## src/rtl/control_unit.sv

```systemverilog
// Hardwired Moore control sequencer for the RISC DataPath: one state per T-step,
// state and control word advance on the falling clock edge.
module control_unit #(
  parameter logic [4:0] ADD_OP = 5'b00011
) (
  input  logic        clock,
  input  logic        clear,
  input  logic [31:0] IR,
  input  logic        CON_FF,
  output logic        PCout,
  output logic        IncPC,
  output logic        ZLOout,
  output logic        ZLOin,
  output logic        Cout,
  output logic        MDRout,
  output logic        RAMenable,
  output logic        MARin,
  output logic        PCin,
  output logic        MDRin,
  output logic        IRin,
  output logic        Gra,
  output logic        Grb,
  output logic        Grc,
  output logic        Rin,
  output logic        Rout,
  output logic        BAout,
  output logic        read,
  output logic        write,
  output logic        conin,
  output logic        Yin,
  output logic        R15in,
  output logic        ZMuxEnable,
  output logic        ZSelect,
  output logic        ZMuxOut,
  output logic        OutPortenable,
  output logic        PortInout,
  output logic [4:0]  aluControl,
  output logic        run
);

  typedef enum logic [4:0] {
    S_RESET, S_T0, S_T1, S_T2, S_T3, S_T4, S_T5, S_T6, S_T7, S_HALT
  } state_t;

  typedef enum logic [3:0] {
    C_NOP, C_ALU_R, C_ALU_I, C_LDI, C_LD, C_ST, C_BR, C_JR, C_JAL, C_IN, C_OUT, C_HALT
  } cls_t;

  typedef struct packed {
    logic       pc_out, inc_pc, zlo_in, c_out, mdr_out, ram_enable, mar_in, pc_in;
    logic       mdr_in, ir_in, gra, grb, grc, rin, rout, ba_out, read, write;
    logic       con_in, yin, r15_in, zmux, out_port_enable, port_inout, br_t6, run;
    logic [4:0] alu;
  } ctl_t;

  state_t state, state_nxt;
  cls_t   cls, cls_nxt;
  logic [4:0] op, op_nxt;
  ctl_t   ctl;

  logic unused_ir;
  assign unused_ir = ^IR[26:0];

  function automatic cls_t cls_of(input logic [4:0] o);
    case (o)
      5'b00000: cls_of = C_LD;
      5'b00001: cls_of = C_LDI;
      5'b00010: cls_of = C_ST;
      5'b00011, 5'b00100, 5'b00101, 5'b00110, 5'b00111,
      5'b01000, 5'b01001, 5'b01010, 5'b01011: cls_of = C_ALU_R;
      5'b01100, 5'b01101, 5'b01110: cls_of = C_ALU_I;
      5'b10010: cls_of = C_BR;
      5'b10011: cls_of = C_JR;
      5'b10100: cls_of = C_JAL;
      5'b10101: cls_of = C_IN;
      5'b10110: cls_of = C_OUT;
      5'b11011: cls_of = C_HALT;
      default:  cls_of = C_NOP;
    endcase
  endfunction

  // Control word for the state being entered; registering it keeps outputs glitch-free.
  function automatic ctl_t ctl_of(input state_t s, input cls_t c, input logic [4:0] o);
    ctl_t k;
    k = '0;
    k.run = (s != S_RESET) && (s != S_HALT);
    case (s)
      S_T0: begin k.pc_out = 1'b1; k.mar_in = 1'b1; k.inc_pc = 1'b1; end
      S_T1: begin k.read = 1'b1; k.ram_enable = 1'b1; k.mdr_in = 1'b1; end
      S_T2: begin k.mdr_out = 1'b1; k.ir_in = 1'b1; end
      S_T3: case (c)
        C_ALU_R, C_ALU_I: begin k.grb = 1'b1; k.rout = 1'b1; k.yin = 1'b1; end
        C_LDI, C_LD, C_ST: begin k.grb = 1'b1; k.rout = 1'b1; k.ba_out = 1'b1; k.yin = 1'b1; end
        C_BR:  begin k.gra = 1'b1; k.rout = 1'b1; k.con_in = 1'b1; end
        C_JR:  begin k.gra = 1'b1; k.rout = 1'b1; k.pc_in = 1'b1; end
        C_JAL: begin k.pc_out = 1'b1; k.r15_in = 1'b1; end
        C_IN:  begin k.port_inout = 1'b1; k.gra = 1'b1; k.rin = 1'b1; end
        C_OUT: begin k.gra = 1'b1; k.rout = 1'b1; k.out_port_enable = 1'b1; end
        default: ;
      endcase
      S_T4: case (c)
        C_ALU_R: begin k.grc = 1'b1; k.rout = 1'b1; k.zlo_in = 1'b1; k.alu = o; end
        C_ALU_I: begin
          k.c_out = 1'b1; k.zlo_in = 1'b1;
          k.alu = (o == 5'b01100) ? 5'b00011 : (o == 5'b01101) ? 5'b00101 : 5'b00110;
        end
        C_LDI, C_LD, C_ST: begin k.c_out = 1'b1; k.zlo_in = 1'b1; k.alu = ADD_OP; end
        C_BR:  begin k.pc_out = 1'b1; k.yin = 1'b1; end
        C_JAL: begin k.gra = 1'b1; k.rout = 1'b1; k.pc_in = 1'b1; end
        default: ;
      endcase
      S_T5: case (c)
        C_ALU_R, C_ALU_I, C_LDI: begin k.zmux = 1'b1; k.gra = 1'b1; k.rin = 1'b1; end
        C_LD, C_ST: begin k.zmux = 1'b1; k.mar_in = 1'b1; end
        C_BR: begin k.c_out = 1'b1; k.zlo_in = 1'b1; k.alu = ADD_OP; end
        default: ;
      endcase
      S_T6: case (c)
        C_LD: begin k.read = 1'b1; k.ram_enable = 1'b1; k.mdr_in = 1'b1; end
        C_ST: begin k.gra = 1'b1; k.rout = 1'b1; k.mdr_in = 1'b1; end
        C_BR: k.br_t6 = 1'b1;
        default: ;
      endcase
      S_T7: case (c)
        C_LD: begin k.mdr_out = 1'b1; k.gra = 1'b1; k.rin = 1'b1; end
        C_ST: begin k.write = 1'b1; k.ram_enable = 1'b1; end
        default: ;
      endcase
      default: ;
    endcase
    return k;
  endfunction

  always_comb begin
    // NOTE: every always_comb output gets a default first so no latch is inferred.
    state_nxt = state;
    cls_nxt   = cls;
    op_nxt    = op;
    unique case (state)
      S_RESET: state_nxt = S_T0;
      S_T0:    state_nxt = S_T1;
      S_T1:    state_nxt = S_T2;
      S_T2: begin
        op_nxt    = IR[31:27];
        cls_nxt   = cls_of(IR[31:27]);
        state_nxt = (cls_nxt == C_HALT) ? S_HALT : S_T3;
      end
      S_T3:    state_nxt = (cls inside {C_JR, C_IN, C_OUT, C_NOP}) ? S_T0 : S_T4;
      S_T4:    state_nxt = (cls == C_JAL) ? S_T0 : S_T5;
      S_T5:    state_nxt = (cls inside {C_ALU_R, C_ALU_I, C_LDI}) ? S_T0 : S_T6;
      S_T6:    state_nxt = (cls == C_BR) ? S_T0 : S_T7;
      S_T7:    state_nxt = S_T0;
      S_HALT:  state_nxt = S_HALT;
      default: state_nxt = S_RESET;
    endcase
  end

  // NOTE: state and control word use non-blocking assignments on the falling edge,
  // and clear resets them asynchronously so outputs drop without waiting for a clock.
  always_ff @(negedge clock or negedge clear) begin
    if (!clear) begin
      state <= S_RESET;
      cls   <= C_NOP;
      op    <= '0;
      ctl   <= '0;
    end else begin
      state <= state_nxt;
      cls   <= cls_nxt;
      op    <= op_nxt;
      ctl   <= ctl_of(state_nxt, cls_nxt, op_nxt);
    end
  end

  assign PCout         = ctl.pc_out;
  assign IncPC         = ctl.inc_pc;
  assign ZLOout        = 1'b0;
  assign ZLOin         = ctl.zlo_in;
  assign Cout          = ctl.c_out;
  assign MDRout        = ctl.mdr_out;
  assign RAMenable     = ctl.ram_enable;
  assign MARin         = ctl.mar_in;
  assign MDRin         = ctl.mdr_in;
  assign IRin          = ctl.ir_in;
  assign Gra           = ctl.gra;
  assign Grb           = ctl.grb;
  assign Grc           = ctl.grc;
  assign Rin           = ctl.rin;
  assign Rout          = ctl.rout;
  assign BAout         = ctl.ba_out;
  assign read          = ctl.read;
  assign write         = ctl.write;
  assign conin         = ctl.con_in;
  assign Yin           = ctl.yin;
  assign R15in         = ctl.r15_in;
  assign ZSelect       = 1'b0;
  assign OutPortenable = ctl.out_port_enable;
  assign PortInout     = ctl.port_inout;
  assign aluControl    = ctl.alu;
  assign run           = ctl.run;
  // The branch-taken controls in T6 follow CON_FF combinationally.
  assign PCin          = ctl.pc_in | (ctl.br_t6 & CON_FF);
  assign ZMuxEnable    = ctl.zmux  | (ctl.br_t6 & CON_FF);
  assign ZMuxOut       = ctl.zmux  | (ctl.br_t6 & CON_FF);

endmodule

```

## config.mk

```make
export PLATFORM = sky130hd
export DESIGN_NAME = control_unit
export DESIGN_NICKNAME = d
export VERILOG_FILES = /design/src/rtl/control_unit.sv
export SDC_FILE = /design/constraint.sdc
export NUM_CORES = 1
export LEC_CHECK = 0
export CORE_MARGIN = 1.5
export CORE_UTILIZATION = 48
export DETAILED_ROUTE_END_ITERATION = 16
export PLACE_DENSITY = 0.82
export SLEW_MARGIN = 20
export SYNTH_ARGS = -nofsm -noshare
export SYNTH_HDL_FRONTEND = slang
export SYNTH_SLANG_ARGS = --single-unit
```

## constraint.sdc

```tcl
create_clock -name clock -period 2.1 [get_ports clock]
set_input_delay 0.42 -clock clock [delete_from_list [all_inputs] [get_ports clock]]
set_output_delay 0.42 -clock clock [all_outputs]
set_load 0.005 [all_outputs]
```

After elaboration in Yosys (flattened, before gate mapping)
Memories as Yosys holds them, arrays and structs flattened.
Index checks and enable logic that the tools add are counted.
Storage, ports and cells
  memories: 1
  bits in registers: 45
  memory bits (read-only): 128
  output and inout port bits: 33
Operators by class
  reduce and logical (&&, ||, !) cells: 15
  equal/unequal tests: 39
  bitwise logic cells: 3
  multiplexer cells: 54
Memories
  (name not given): words 32, width 4, rd ports 1, clocked after memory_dff 0, write ports 0, line 65  | case (o)
Operator list (count)
  $eq 5x3->1 const B: 8
  $pmux 4 s9: 1
  $eq 4x4->1 const B: 7
  $mux 1: 26
  $eq 5x4->1 const B: 5
  $eq 4x3->1 const B: 6
  $eq 5x2->1 const B: 4
  $eq 4x2->1 const B: 4
  $mux 4: 4
  $pmux 5 s3: 1
  $mux 3: 4
  $pmux 1 s2: 6
  $pmux 1 s3: 4
  $eq 5x1->1 const B: 2
  $pmux 5 s2: 1
  $eq 4x1->1 const B: 2
  $mux 2: 4
  $reduce_or 4->1: 2
  $reduce_or 8->1: 1
  $reduce_or 2->1: 3
  $reduce_or 3->1: 2
  $logic_not 5->1: 1
  $mux 5: 1
  $ne 5x4->1 const B: 1
  other kinds (10): 11

Longest topological paths before layout
  word-level depth: 7
  depth in mapped cells: 9
  depth with buffers taken out: 7

==> results_dict.tcl <==
set metrics [dict create \
    power_frac_comb 0.618 \
    synth.yosys.seq_area_share 0.463 \
    violations "setup timing" \
    grt_pass1_vias 2309 \
    clock-root-buffer "sky130_fd_sc_hd__clkbuf_8" \
    cts_tree "built" \
    grt_use_met3 0.0535 \
    arrival_ns 1.84 \
    dpl-instance-area_mm2 0.00320 \
    fin_nets 396 \
    synth.largest_area_cell "sky130_fd_sc_hd__dfrtn_1" \
    timing.critical_path.to_type "register" \
    timing.setup.critical_path_class "primary input to register" \
    antenna_violating_nets_post_route 0 \
    grt_use_met2 0.471 \
    clock_power_share 0.127 \
    grt_overflow_total 0 \
    number_of_antenna_repair_diodes 0 \
    area.growth.synth_to_final_pct 59.8 \
    synth_cell_types 55 \
    design.portCount 68 \
    report.final.setup_viol 68 \
    worst_ir_drop_vdd_uv 534 \
    coreArea_mm2 0.00475 \
    finish.utilization 0.799 \
    asyncSetResetFlopFracSynth 1.00 \
    total_leakage_power_nw 1.86 \
    switching_power_mw 2.19 \
    ys.warnings.count 0 \
    p_int_mw 2.91 \
    final_area_mm2 0.00380 \
    max-clock-path-buffers 2 \
    synth-edff-count 0 \
    maxCapViolCount 0 \
    grt.total_usage 0.283 \
    placed_cell_count 396 \
    h-tree-depth 2 \
    drt_first_pass_iters 6 \
    syn_area_per_cell_um2 9.11 \
    critical_path.max_fanout 7 \
    fill_cells 267 \
    first_pass_grt_wire_length_mm 11.3 \
    rsz0062_at_grt "yes" \
    clock-sinks 44 \
    worst_pin_slew_ns 0.547 \
    setup_ws_ns -0.649 \
    post_drt_via_cell_ratio 5.94 \
    place_congestion 0.926 \
    max-slew-margin-rel 0.633 \
    hpwl_mm 4.26 \
    die-area_mm2 0.00539 \
    seq_power_share 0.255 \
    cts_hold_buf 0 \
    yosys_register_bits 44 \
    holdWs_ns 0.501 \
    die_w_um 73.4 \
    post-layout-total-power_mw 5.11 \
    numCtsBuffers 5 \
    grt-busiest-layer "met2" \
    std_cell_rows 25 \
    drt_first_iter_violations 330 \
    drt_drc_violations_left 0 \
    final_layout_size_suffix_gt1_frac 0.547 \
    power.switching_fraction 0.429 \
    initial_core_utilization 0.500 \
    wl_mm 8.37 \
    vias 2550 \
    run_status "complete, but fails checks" \
    critical_path_required_ns 1.19 \
    drt-wirelength-per-cell_um 19.5 \
    count_of_port_buffers_added_during_placement 38 \
    worstHoldPathType "register to register" \
    global_route.usage.met1 0.353 \
    fin_skew_ns 0.00372 \
    clk_latency_worst_skew_pair_ns 0.31 \
    timing_hold_violations_final 0 \
    synthCells 261 \
    ys_dominant_reg_cell "sky130_fd_sc_hd__dfrtn_1" \
    clk_transition_reported_paths_ns 0.06 \
    final_cell_count_no_fill 429 \
    worstSetupStartpointType "primary input" \
    die_y_um 73.4 \
    pin_count_of_the_biggest_net_entering_global_routing 45 \
    grt_antenna_before_repair 0 \
    pwr_density_cell_mw_per_mm2 1340 \
    syn-cell-area_mm2 0.00238 \
    timing_max_transition_violations_final 0 \
    post_synth_main_area_contributors "sky130_fd_sc_hd__dfrtn_1 46%, sky130_fd_sc_hd__nand2_1 4.9%, sky130_fd_sc_hd__a21oi_1 4.0%" \
    yosysTopAreaCellShare 0.463 \
]
==> final cells by class <==
type / instances / area, µm² / share of cell area
clock buffers: 6 / 72.6 / 0.0191
clock inverters: 2 / 35.0 / 0.00922
inverters: 10 / 40.0 / 0.0105
multi-input cells: 182 / 1490 / 0.392
flip-flops and latches: 44 / 1100 / 0.290
well taps: 67 / 83.8 / 0.0221
repair buffers: 118 / 980 / 0.258
==> cells in the final DEF, fill, tap and decap left out, types with 4 or more instances in the layout <==
master	netlist	routed
sky130_fd_sc_hd__nand2_1	31	28
sky130_fd_sc_hd__buf_8	0	4
sky130_fd_sc_hd__inv_2	0	4
sky130_fd_sc_hd__clkbuf_8	0	5
sky130_fd_sc_hd__a21oi_2	0	11
sky130_fd_sc_hd__buf_4	10	56
sky130_fd_sc_hd__buf_6	2	21
sky130_fd_sc_hd__nand2b_1	8	7
sky130_fd_sc_hd__inv_1	10	5
sky130_fd_sc_hd__nor3_1	9	4
sky130_fd_sc_hd__a21oi_1	19	5
sky130_fd_sc_hd__dfrtn_1	44	44
sky130_fd_sc_hd__nor2_1	25	18
sky130_fd_sc_hd__nor2_4	0	5
sky130_fd_sc_hd__o21ai_1	0	4
sky130_fd_sc_hd__buf_2	7	32
==> path summary, 6_finish.rpt <==
kind | start | to | slack (ns) | depth (start not counted)
max in group asynchronous | clear | RAMenable | 0.84 | 2
worst min register to register | op[2] | op[2] | 0.50 | 2
worst min-delay path | op[2] | op[2] | 0.50 | 2
worst max-delay path | IR[29] | Gra | -0.65 | 7
worst max register to register | state[3] | Gra | -0.21 | 6
min in group asynchronous | clear | op[0] | 1.02 | 2
==> synthesized netlist by cell type (4+ instances only) <==
| master | count |
|---|---|
| sky130_fd_sc_hd__nand2_1 | 31 |
| sky130_fd_sc_hd__nor3b_1 | 4 |
| sky130_fd_sc_hd__a21o_1 | 5 |
| sky130_fd_sc_hd__o21ai_0 | 13 |
| sky130_fd_sc_hd__o21a_1 | 5 |
| sky130_fd_sc_hd__buf_2 | 7 |
| sky130_fd_sc_hd__a21oi_1 | 19 |
| sky130_fd_sc_hd__nand2b_1 | 8 |
| sky130_fd_sc_hd__or2_2 | 4 |
| sky130_fd_sc_hd__nor3_1 | 9 |
| sky130_fd_sc_hd__clkbuf_1 | 7 |
| sky130_fd_sc_hd__buf_4 | 10 |
| sky130_fd_sc_hd__dfrtn_1 | 44 |
| sky130_fd_sc_hd__nor2_1 | 25 |
| sky130_fd_sc_hd__inv_1 | 10 |
==> registers in the layout (all words and copies together) (netlist names), 3 cells and up <==
name,flops
op,5
cls,4
ctl,3
state,4
aluControl,5
==> power by group through the flow <==
stage / logic [mW] / registers, mW / clock network (mW)
floorplan: 1.39 / 1.23 / 0
global placement: 2.24 / 1.28 / 0
detailed placement: 2.28 / 1.28 / 0
CTS: 2.62 / 1.27 / 0.631
global route: 3.30 / 1.32 / 0.678
finish: 3.16 / 1.30 / 0.649
==> layer usage <==
layer  part of all wire  wire [µm]
met5                  0          0
met4              0.051        424
met3              0.087        724
met2               0.49       4080
met1               0.37       3140
==> stage by stage <==
| stage | setup TNS (ns) | setup WS (ns) |
|---|---|---|
| finish | -21.67 | -0.649 |
| detailed placement | -55.10 | -1.42 |
| global route | -23.46 | -0.674 |
| CTS | -19.67 | -0.604 |
| global placement | -53.82 | -1.40 |
| floorplan | -18.87 | -0.771 |
==> critical path: stages <==
cell and delay (ns):
sky130_fd_sc_hd__buf_8 0.11, sky130_fd_sc_hd__and4bb_2 0.24, sky130_fd_sc_hd__a211oi_4 0.31, sky130_fd_sc_hd__and2_4 0.24, sky130_fd_sc_hd__a221o_1 0.22, sky130_fd_sc_hd__o221ai_2 0.12
sky130_fd_sc_hd__o21bai_1 0.18
==> logic make-up after synthesis <==
logic type,count (synthesis),synth area share
flip-flops,44,0.463
buffers and inverters,36,0.0826
multiplexers,3,0.0126
other,1,0.00158
XOR/XNOR,1,0.00368
AND/OR/NAND/NOR,109,0.248
AO/OA/AOI/OAI,67,0.189
==> repair_timing <==
item	4_1_cts	5_1_grt
gates resized for setup	213	42
pin swaps	35	27
hold endpoints to repair	0	0
setup buffers	22	10
gates cloned	1	1
setup endpoints to repair	73	68
(Power assumes the default switching activity.)
